==> src/rtl/uart_pkg.sv <==
// Shared state encoding, parity modes and helpers for the parametrised UART receiver.
package uart_pkg;

  typedef enum logic [2:0] {
    S_IDLE,
    S_START,
    S_DATA,
    S_PARITY,
    S_STOP
  } rx_state_e;

  localparam int unsigned PAR_NONE      = 0;
  localparam int unsigned PAR_ODD       = 1;
  localparam int unsigned PAR_EVEN      = 2;
  localparam int unsigned MAX_DATA_BITS = 8;

  // XOR reduction of a payload; narrower payloads are zero-extended by the caller.
  function automatic logic data_parity(input logic [MAX_DATA_BITS-1:0] data);
    return ^data;
  endfunction

endpackage

==> src/rtl/uart_rx_fifo.sv <==
// Generic first-word-fall-through synchronous FIFO; head is read straight from storage.
module uart_rx_fifo #(
  parameter int unsigned WIDTH = 10,
  parameter int unsigned DEPTH = 4
) (
  input  logic                   clk,
  input  logic                   rst_n,
  input  logic                   push,
  input  logic                   pop,
  input  logic [WIDTH-1:0]       din,
  output logic [WIDTH-1:0]       dout,
  output logic [$clog2(DEPTH):0] count,
  output logic                   full,
  output logic                   empty
);

  localparam int unsigned PTR_W = $clog2(DEPTH);
  localparam int unsigned CNT_W = PTR_W + 1;

  logic [WIDTH-1:0] mem [DEPTH];
  logic [PTR_W-1:0] wr_ptr;
  logic [PTR_W-1:0] rd_ptr;
  logic             do_push_c;
  logic             do_pop_c;

  assign full  = (count == CNT_W'(DEPTH));
  assign empty = (count == '0);
  // Pop on empty is ignored; push on full only lands if a pop frees the slot this cycle.
  assign do_pop_c  = pop && !empty;
  assign do_push_c = push && (!full || do_pop_c);
  assign dout      = mem[rd_ptr];

  // Entry storage; cleared on reset so the head reads zero when nothing was written.
  always_ff @(posedge clk or negedge rst_n) begin
    if (!rst_n) begin
      for (int i = 0; i < int'(DEPTH); i++) begin
        mem[i] <= '0;
      end
    end else if (do_push_c) begin
      mem[wr_ptr] <= din;
    end
  end

  // Pointers wrap naturally at the power-of-two depth; count tracks occupancy.
  always_ff @(posedge clk or negedge rst_n) begin
    if (!rst_n) begin
      wr_ptr <= '0;
      rd_ptr <= '0;
      count  <= '0;
    end else begin
      if (do_push_c) begin
        wr_ptr <= wr_ptr + 1'b1;
      end
      if (do_pop_c) begin
        rd_ptr <= rd_ptr + 1'b1;
      end
      case ({do_push_c, do_pop_c})
        2'b10:   count <= count + 1'b1;
        2'b01:   count <= count - 1'b1;
        default: count <= count;
      endcase
    end
  end

endmodule

==> src/rtl/uart_rx_param.sv <==
// Parametrised oversampling UART receiver with error-tagged receive FIFO.
module uart_rx_param
  import uart_pkg::*;
#(
  parameter int unsigned DATA_BITS  = 8,
  parameter int unsigned PARITY     = 0,
  parameter int unsigned STOP_BITS  = 1,
  parameter int unsigned OVERSAMPLE = 16,
  parameter int unsigned DIV_W      = 16,
  parameter int unsigned FIFO_DEPTH = 4
) (
  input  logic                        clk_in,
  input  logic                        sys_rstn,
  input  logic                        uart_rxd,
  input  logic [DIV_W-1:0]            baud_div,
  input  logic                        rd_en,
  input  logic                        clr_overrun,
  output logic [DATA_BITS-1:0]        rd_data,
  output logic                        rd_frame_err,
  output logic                        rd_parity_err,
  output logic                        rd_valid,
  output logic [$clog2(FIFO_DEPTH):0] fifo_count,
  output logic                        overrun,
  output logic                        busy
);

  localparam int unsigned TCNT_W  = $clog2(OVERSAMPLE);
  localparam int unsigned BCNT_W  = 4;
  localparam int unsigned ENTRY_W = DATA_BITS + 2;

  localparam logic [TCNT_W-1:0] T_HALF      = TCNT_W'(OVERSAMPLE / 2 - 1);
  localparam logic [TCNT_W-1:0] T_LAST      = TCNT_W'(OVERSAMPLE - 1);
  localparam logic [BCNT_W-1:0] B_DATA_LAST = BCNT_W'(DATA_BITS - 1);
  localparam logic [BCNT_W-1:0] B_STOP_LAST = BCNT_W'(STOP_BITS - 1);
  localparam bit                PARITY_EN   = (PARITY == PAR_ODD) || (PARITY == PAR_EVEN);

  rx_state_e            state;
  logic                 sync1;
  logic                 rx_s;
  logic                 rx_prev;
  logic [DIV_W-1:0]     div_cnt;
  logic [TCNT_W-1:0]    tcnt;
  logic [BCNT_W-1:0]    bcnt;
  logic [DATA_BITS-1:0] shreg;
  logic                 par_err;
  logic                 frm_err;

  logic                 tick_c;
  logic                 fall_c;
  logic                 start_c;
  logic                 bit_end_c;
  logic                 par_x_c;
  logic                 parity_bad_c;
  logic                 push_c;
  logic [ENTRY_W-1:0]   push_entry_c;
  logic [ENTRY_W-1:0]   head_c;
  logic                 fifo_full_c;
  logic                 fifo_empty_c;

  // Two-flop synchroniser plus edge-detect history; all idle high out of reset.
  always_ff @(posedge clk_in or negedge sys_rstn) begin
    if (!sys_rstn) begin
      sync1   <= 1'b1;
      rx_s    <= 1'b1;
      rx_prev <= 1'b1;
    end else begin
      sync1   <= uart_rxd;
      rx_s    <= sync1;
      rx_prev <= rx_s;
    end
  end

  assign fall_c  = rx_prev && !rx_s;
  assign start_c = (state == S_IDLE) && fall_c;
  assign tick_c  = (div_cnt == '0);

  // Oversample tick divider; reloaded on the start edge so bit phase follows the line.
  always_ff @(posedge clk_in or negedge sys_rstn) begin
    if (!sys_rstn) begin
      div_cnt <= '0;
    end else if (start_c || tick_c) begin
      div_cnt <= baud_div;
    end else begin
      div_cnt <= div_cnt - 1'b1;
    end
  end

  // After the mid-start sample tcnt restarts, so every later sample lands a full bit later.
  assign bit_end_c = tick_c && (tcnt == T_LAST);

  assign par_x_c      = data_parity(MAX_DATA_BITS'(shreg)) ^ rx_s;
  assign parity_bad_c = (PARITY == PAR_EVEN) ? par_x_c : !par_x_c;

  assign push_c       = (state == S_STOP) && bit_end_c && (bcnt == B_STOP_LAST);
  assign push_entry_c = {par_err, frm_err || !rx_s, shreg};

  // Frame FSM: start validation, LSB-first data, optional parity, stop checks.
  always_ff @(posedge clk_in or negedge sys_rstn) begin
    if (!sys_rstn) begin
      state   <= S_IDLE;
      tcnt    <= '0;
      bcnt    <= '0;
      shreg   <= '0;
      par_err <= 1'b0;
      frm_err <= 1'b0;
    end else begin
      case (state)
        S_IDLE: begin
          if (fall_c) begin
            state <= S_START;
            tcnt  <= '0;
          end
        end
        S_START: begin
          if (tick_c) begin
            if (tcnt == T_HALF) begin
              tcnt <= '0;
              if (rx_s) begin
                state <= S_IDLE;
              end else begin
                state   <= S_DATA;
                bcnt    <= '0;
                par_err <= 1'b0;
                frm_err <= 1'b0;
              end
            end else begin
              tcnt <= tcnt + 1'b1;
            end
          end
        end
        S_DATA: begin
          if (tick_c) begin
            if (tcnt == T_LAST) begin
              tcnt  <= '0;
              shreg <= {rx_s, shreg[DATA_BITS-1:1]};
              if (bcnt == B_DATA_LAST) begin
                bcnt  <= '0;
                state <= PARITY_EN ? S_PARITY : S_STOP;
              end else begin
                bcnt <= bcnt + 1'b1;
              end
            end else begin
              tcnt <= tcnt + 1'b1;
            end
          end
        end
        S_PARITY: begin
          if (tick_c) begin
            if (tcnt == T_LAST) begin
              tcnt    <= '0;
              par_err <= parity_bad_c;
              state   <= S_STOP;
            end else begin
              tcnt <= tcnt + 1'b1;
            end
          end
        end
        S_STOP: begin
          if (tick_c) begin
            if (tcnt == T_LAST) begin
              tcnt <= '0;
              if (!rx_s) begin
                frm_err <= 1'b1;
              end
              if (bcnt == B_STOP_LAST) begin
                bcnt  <= '0;
                state <= S_IDLE;
              end else begin
                bcnt <= bcnt + 1'b1;
              end
            end else begin
              tcnt <= tcnt + 1'b1;
            end
          end
        end
        default: state <= S_IDLE;
      endcase
    end
  end

  // Sticky overrun: a completed frame met a full FIFO with no pop to make room.
  always_ff @(posedge clk_in or negedge sys_rstn) begin
    if (!sys_rstn) begin
      overrun <= 1'b0;
    end else if (push_c && fifo_full_c && !rd_en) begin
      overrun <= 1'b1;
    end else if (clr_overrun) begin
      overrun <= 1'b0;
    end
  end

  uart_rx_fifo #(
    .WIDTH (ENTRY_W),
    .DEPTH (FIFO_DEPTH)
  ) u_fifo (
    .clk   (clk_in),
    .rst_n (sys_rstn),
    .push  (push_c),
    .pop   (rd_en),
    .din   (push_entry_c),
    .dout  (head_c),
    .count (fifo_count),
    .full  (fifo_full_c),
    .empty (fifo_empty_c)
  );

  assign {rd_parity_err, rd_frame_err, rd_data} = head_c;
  assign rd_valid = !fifo_empty_c;
  assign busy     = (state != S_IDLE);

endmodule

==> config.mk <==
export PLATFORM = sky130hd
export DESIGN_NAME = uart_rx_param
export DESIGN_NICKNAME = d
export VERILOG_FILES = /design/src/rtl/uart_pkg.sv /design/src/rtl/uart_rx_fifo.sv /design/src/rtl/uart_rx_param.sv
export SDC_FILE = /design/constraint.sdc
export NUM_CORES = 1
export LEC_CHECK = 0
export ABC_AREA = 1
export CORE_UTILIZATION = 52
export DETAILED_ROUTE_END_ITERATION = 8
export PLACE_DENSITY = 0.75
export SYNTH_ARGS = -nofsm -noshare
export SYNTH_HDL_FRONTEND = slang
export SYNTH_SLANG_ARGS = --single-unit
==> constraint.sdc <==
create_clock -name clk_in -period 2.05 [get_ports clk_in]
set_clock_uncertainty 0.1 [all_clocks]
set_input_delay 0.3075 -clock clk_in [delete_from_list [all_inputs] [get_ports clk_in]]
set_output_delay 0.3075 -clock clk_in [all_outputs]
set_load 0.01 [all_outputs]
==> Yosys cells after proc, flatten, opt, wreduce, memory -nomap -nowiden <==
Index checks and enable logic that the tools add are counted.
W data, S select, Z words.
{ "word_totals": {"ff_bits": 88, "inputBits": 21, "out_inout_bits": 16, "elab_cells": 141} }
{ "classes": {"addsub": 7, "order_cmp": 3, "eq_ne": 24, "mux": 49, "bitwise_logic": 3, "reduce_logical": 37} }
{ "ops": {"columns": ["cell", "n"], "rows": [
  ["$mux W4", 14],
  ["$bwmux W40", 1],
  ["$mux W3", 11],
  ["$mux W10", 3],
  ["$ne A2 B2 Y1 const B", 12],
  ["$pmux W4 S3", 2],
  ["$bmux W10 S2", 1],
  ["$demux W10 S2", 1],
  ["$logic_not A16 Y1", 1],
  ["$mux W16", 1],
  ["$sub A16 B1 Y16 const B", 1],
  ["$pmux W3 S5", 1],
  ["$reduce_and A11 Y1", 1],
  ["$logic_and A1 B1 Y1", 10],
  ["$mux W1", 10],
  ["$reduce_bool A3 Y1", 3],
  ["$add A4 B1 Y4 const B", 2],
  ["$eq A4 B3 Y1 const B", 2],
  ["$reduce_and A8 Y1", 1],
  ["$reduce_bool A2 Y1", 4],
  ["$reduce_xor A8 Y1", 1],
  ["$reduce_and A7 Y1", 1],
  ["$eq A3 B2 Y1 const B", 2],
  ["$eq A3 B3 Y1 const B", 2],
  ["other kinds (23)", 35]
]} }

==> Longest topological paths before layout <==
{ "depth": {"ltp_word": 7, "depth_mapped": 15, "mapped_depth_nobuf": 15} }

==> Cells and area by module <==
A second synthesis with hierarchy kept.
{ "unflattened": {"cells_unflattened": 652, "hier_area_um2": 5181.2} }
{ "by_module_without_submodules": {"columns": ["module", "n_inst", "cells_per_inst", "area_per_inst_um2", "seq_area_each_um2"], "rows": [
  ["uart_rx_param", 1, 371, 2751.4, 1029.7],
  ["uart_rx_fifo", 1, 281, 2429.8, 1176.1]
]} }

==> Worst setup path after synthesis <==
OpenSTA, ideal clock, no wires.
{ "synth_path": {"path_type": "register to register", "startpoint": "register div_cnt[0]", "endpoint": "register u_fifo.count[2]", "setup_ns": 0.113, "t_arrival_ns": 1.730, "required_ns": 1.837, "setup_slack_ns": 0.108, "path_stages_with_launch": 16, "path_buffers": 0, "period_less_slack_ns": 1.942, "cell_sequence": "dfrtp_1 > inv_1 > ha_1 > nand2_2 > nor2_1 > nand2_1 > nor2_1 > nand2_1 > nand2_1 > fa_1 > inv_1 > nand2_1 > nand2_1 > nand2_1 > nand2_1 > inv_1"} }
{ "synth_via": {"elab_chain_len": 7, "elab_cells_between_ends": 9, "cone_classes": "eq/ne: 2; mux: 1; reduce/logical: 6"} }
{ "synth_rtl": {"columns": ["element", "line", "text"], "rows": [
  ["start, declared", "uart_rx_param.sv:41", "logic [DIV_W-1:0] div_cnt;"],
  ["start signal, assigned", "uart_rx_param.sv:82", "div_cnt <= baud_div;"],
  ["start signal, assigned", "uart_rx_param.sv:84", "div_cnt <= div_cnt - 1'b1;"],
  ["$logic_not A16 Y1 (*)", "uart_rx_param.sv:75", "assign tick_c = (div_cnt == '0);"],
  ["$logic_and A1 B1 Y1 (*)", "uart_rx_param.sv:89", "assign bit_end_c = tick_c && (tcnt == T_LAST);"],
  ["$logic_and A1 B1 Y1 (*) (2 in series)", "uart_rx_param.sv:94", "assign push_c = (state == S_STOP) && bit_end_c && (bcnt == B_STOP_LAST);"],
  ["$logic_and A1 B1 Y1 (*)", "uart_rx_fifo.sv:30", "assign do_push_c = push && (!full || do_pop_c);"],
  ["$eq A2 B1 Y1 / $eq A2 B2 Y1 (equally long branches)", "uart_rx_fifo.sv:57", "case ({do_push_c, do_pop_c})"],
  ["$pmux W3 S2 / $reduce_bool A2 Y1 (equally long branches)", null, null],
  ["end signal, assigned", "uart_rx_fifo.sv:58", "2'b10: count <= count + 1'b1;"],
  ["end signal, assigned", "uart_rx_fifo.sv:59", "2'b01: count <= count - 1'b1;"],
  ["end signal, assigned", "uart_rx_fifo.sv:60", "default: count <= count;"],
  ["end, declared", "uart_rx_fifo.sv:12", "output logic [$clog2(DEPTH):0] count,"]
]} }
Mark *: on every way between the ends. The rest lies on a longest branch, timed or not.
A chain may end at the register's enable or synchronous reset.

==> Worst setup path after layout <==
{ "layout_path": {"startpoint": "register u_fifo.rd_ptr[0]", "endpoint": "output port rd_data[2]"} }
{ "layout_via": {"elab_chain_len": 4} }
{ "layout_rtl": {"columns": ["element", "line", "text"], "rows": [
  ["start, declared", "uart_rx_fifo.sv:22", "logic [PTR_W-1:0] rd_ptr;"],
  ["start signal, assigned", "uart_rx_fifo.sv:55", "rd_ptr <= rd_ptr + 1'b1;"],
  ["$not A2 Y3 (implied by the code)", "uart_rx_fifo.sv:31", "assign dout = mem[rd_ptr];"],
  ["$bmux W10 S2", "uart_rx_fifo.sv:31", null],
  ["$mux W10 (implied by the code) (2 in series)", "uart_rx_fifo.sv:31", null],
  ["end, declared", "uart_rx_param.sv:18", "output logic [DATA_BITS-1:0] rd_data,"]
]} }
No other way between the ends. The select of a mux whose other input is x is not followed.

==> results_dict.tcl <==
set metrics [dict create \
    status "finished clean" \
    die-area_mm2 0.008930 \
    wl_met2_um 4532 \
    grt_pass1_wl_um 15520 \
    min_path_type "primary input to flip-flop" \
    nets 629 \
    antennaDiodeCount 0 \
    synth_largest_area_cell "dfrtp_1" \
    grt_max_degree 44 \
    worstPathRequired_ps 1640 \
    yosysUniqueCellTypes 28 \
    pwr_density_cell_mw_per_mm2 1106 \
    core-area_mm2 0.008258 \
    drive_gt1_share_pct 15.89 \
    met1_length_um 4158 \
    drc 0 \
    fmaxAchievable_mhz 509.6 \
    dr.pass1.iters 4 \
    port_buffers 36 \
    cp-startpoint "u_fifo.rd_ptr[0]" \
    clockBufferDepth 2 \
    antenna_found_initial 0 \
    routed_via_density 5.182 \
    yosys_warnings 0 \
    rrSetupSlack_ps 110 \
    grt_pass1_vias 3516 \
    finalWeightedCongestion 0.9639 \
    cts_buffers 9 \
    hp-start "uart_rxd" \
    peakVddDrop_v 0.0005902 \
    rows 33 \
    track_usage_pct 22.35 \
    maxCapViolCount 0 \
    criticalPathCategory "flip-flop to output port" \
    cts_max_level 3 \
    finalWorstSetupSlack_ps 87.81 \
    root_buffer "clkbuf_8" \
    avgSynthCellArea_um2 8.270 \
    wl_per_cell_um 12.96 \
    tritoncts "built" \
    cp_max_fo 6 \
    crit_slowest_cell "dfrtp_1" \
    finalMaxSlewViolations 0 \
    max_stage_delay_ps 420 \
    cp-start-kind "flip-flop" \
    crit_chain "inv_2, buf_4, nor2_1, o22ai_1, dlygate4sd2_1" \
    min_to "sync1" \
    fin_crit_sh_pct 95.72 \
    num_vias 3674 \
    start_util_pct 53.88 \
    syn_inst 538 \
    fin_crit_ps 1962 \
    cts.clk_slew.worst_paths_ps 90 \
    synth_top_area_share_pct 47.81 \
    ant_nets 0 \
    pre_cts_slack_ps -22.70 \
    ys_seq_elements 88 \
    syn_area_mm2 0.004449 \
    dr_wl_met3_um 305 \
    final_area_mm2 0.005365 \
    min_path_cells 1 \
    ys_seq_area_share_pct 49.58 \
    clkSinkCount 88 \
    crit-reg2reg-launch "div_cnt[1]" \
    ff2ff_path_depth 11 \
    grt_overflow 0 \
    relSlewSlack_pct 62.29 \
    synth_nets 568 \
    clk_latency_ps 350 \
    wl_um 9191 \
    dp_hpwl_um 6315 \
    setup_viol 0 \
    area_growth_pct 20.59 \
    drtIter0Drc 144 \
    fp.dieW_um 94.50 \
    p_leak_nw 2.465 \
    rr_endpoint "tcnt[2]" \
    arrival_ps 1550 \
    io-pin-count 37 \
    synth_area_leaders "dfrtp_1 48%, nand2_1 10%, o21ai_0 6.0%, nor2_1 5.8%, inv_1 4.6%" \
    worst_pin_slew_ps 565.7 \
    end_kind "output port" \
    finalHoldViolCount 0 \
    die_h_um 94.50 \
    top_layer_used "met4" \
    place_area_mm2 0.005031 \
]
==> cell families (layout without fill, tap and decap cells) <==
| kind of cell | after synthesis | after routing | share of synthesized area [%] |
|---|---|---|---|
| buffers and inverters | 71 | 137 | 7.396 |
| AOI/OAI and AO/OA | 116 | 116 | 14.23 |
| xor gates and xnor gates | 22 | 22 | 4.331 |
| adders and majority gates | 9 | 9 | 2.700 |
| and+or+nand+nor | 232 | 232 | 21.77 |
| DFF | 88 | 88 | 49.58 |
==> through the flow <==
step / total power, mW / hold slack [ps] / setup TNS [ps] / instances / utilization (%)
floorplan: 3.810 / -88.09 / 0 / 538 / -
global placement: 4.693 / 237.8 / 0 / 685 / 60.92
detailed placement: 4.747 / 237.8 / -22.70 / 685 / 60.92
CTS: 5.792 / 245.8 / 0 / 703 / 63.32
global route: 6.419 / 235.3 / -76.03 / 709 / 64.97
finish: 5.932 / 257.7 / 0 / 709 / 64.97
==> flip-flops by register name (all words and copies together), names as in the netlist <==
name / flops
rx_prev: 1
state: 3
u_fifo.rd_ptr: 2
frm_err: 1
tcnt: 4
shreg: 8
u_fifo.count: 3
bcnt: 4
sync1: 1
rx_s: 1
overrun: 1
div_cnt: 16
par_err: 1
u_fifo.mem: 40
u_fifo.wr_ptr: 2
==> synthesized netlist by cell type (all sizes together) <==
master and instances:
a21boi 1, a21oi 7, a22oi 1, a31oi 2, buf 10, clkbuf 6, dfrtp 85, dfstp 3
fa 1, ha 8, inv 55, nand2 129, nand3 19, nand4 4, nor2 75, nor3 4
nor3b 1, o21ai 93, o22ai 12, xnor2 11, xor2 11
==> metal layers <==
| metal | GRT usage [%] | up-vias |
|---|---|---|
| li1 | - | 1850 |
| met1 | 28.39 | 1737 |
| met2 | 37.68 | 70 |
| met3 | 3.865 | 17 |
| met4 | 9.470 | 0 |
| met5 | 0 | - |
==> report_power, final <==
group / internal [mW] / switching, mW / leakage [nW]
Clock: 0.477 / 0.609 / 0.0866
Combinational: 1.09 / 1.42 / 1.22
Sequential: 2.03 / 0.302 / 1.16
==> worst max-delay path, delay by kind of cell (launching register included) <==
family,cells,cell delay (ps)
AO/OA/AOI/OAI,1,170
buffers and inverters,3,560
flip-flops,1,420
AND/OR/NAND/NOR,1,40
==> layout by cell type, fill, tap and decap left out, drive strengths merged <==
| cell | netlist | layout |
|---|---|---|
| nand2 | 129 | 129 |
| o21ai | 93 | 93 |
| dfrtp | 85 | 85 |
| nor2 | 75 | 75 |
| inv | 55 | 55 |
| buf | 10 | 30 |
| clkdlybuf4s50 | 0 | 24 |
| nand3 | 19 | 19 |
| clkbuf | 6 | 13 |
| o22ai | 12 | 12 |
| xnor2 | 11 | 11 |
| xor2 | 11 | 11 |
| dlygate4sd2 | 0 | 9 |
| ha | 8 | 8 |
| a21oi | 7 | 7 |
| nand4 | 4 | 4 |
| nor3 | 4 | 4 |
| dfstp | 3 | 3 |
| clkinv | 0 | 3 |
| a31oi | 2 | 2 |
| a21boi | 1 | 1 |
| a22oi | 1 | 1 |
| nor3b | 1 | 1 |
| fa | 1 | 1 |
| clkinvlp | 0 | 1 |
| dlygate4sd3 | 0 | 1 |
| dlymetal6s2s | 0 | 1 |
==> how the worst max path moves through the flow <==
stage	cells after the start	slack (ps)	to
final	5	90	rd_data[2]
after global routing	13	-20	u_fifo.count[2]
after CTS	3	4	busy
after detailed placement	14	-20	u_fifo.count[2]
after global placement	15	30	u_fifo.count[2]
after floorplan	15	110	u_fifo.count[2]
==> layout make-up <==
| cell class | instances | area [um^2] |
|---|---|---|
| tap | 105 | 131.4 |
| fill | 677 | 2893 |
| clock inverter | 4 | 30.03 |
| inverter | 55 | 209.0 |
| multi-input combinational | 379 | 1998 |
| sequential | 88 | 2207 |
| clock buffer | 12 | 145.1 |
| timing repair buffer | 66 | 644.4 |
==> repair_timing <==
item / in CTS / in global routing
pin swaps: 2 / 6
endpoints found under the hold margin: 40 / 0
gates resized for setup: 17 / 34
endpoints found under the setup margin: 13 / 77
setup buffers: 1 / 6
hold buffers: 1 / 0
Power figures use the tool's default switching activity.
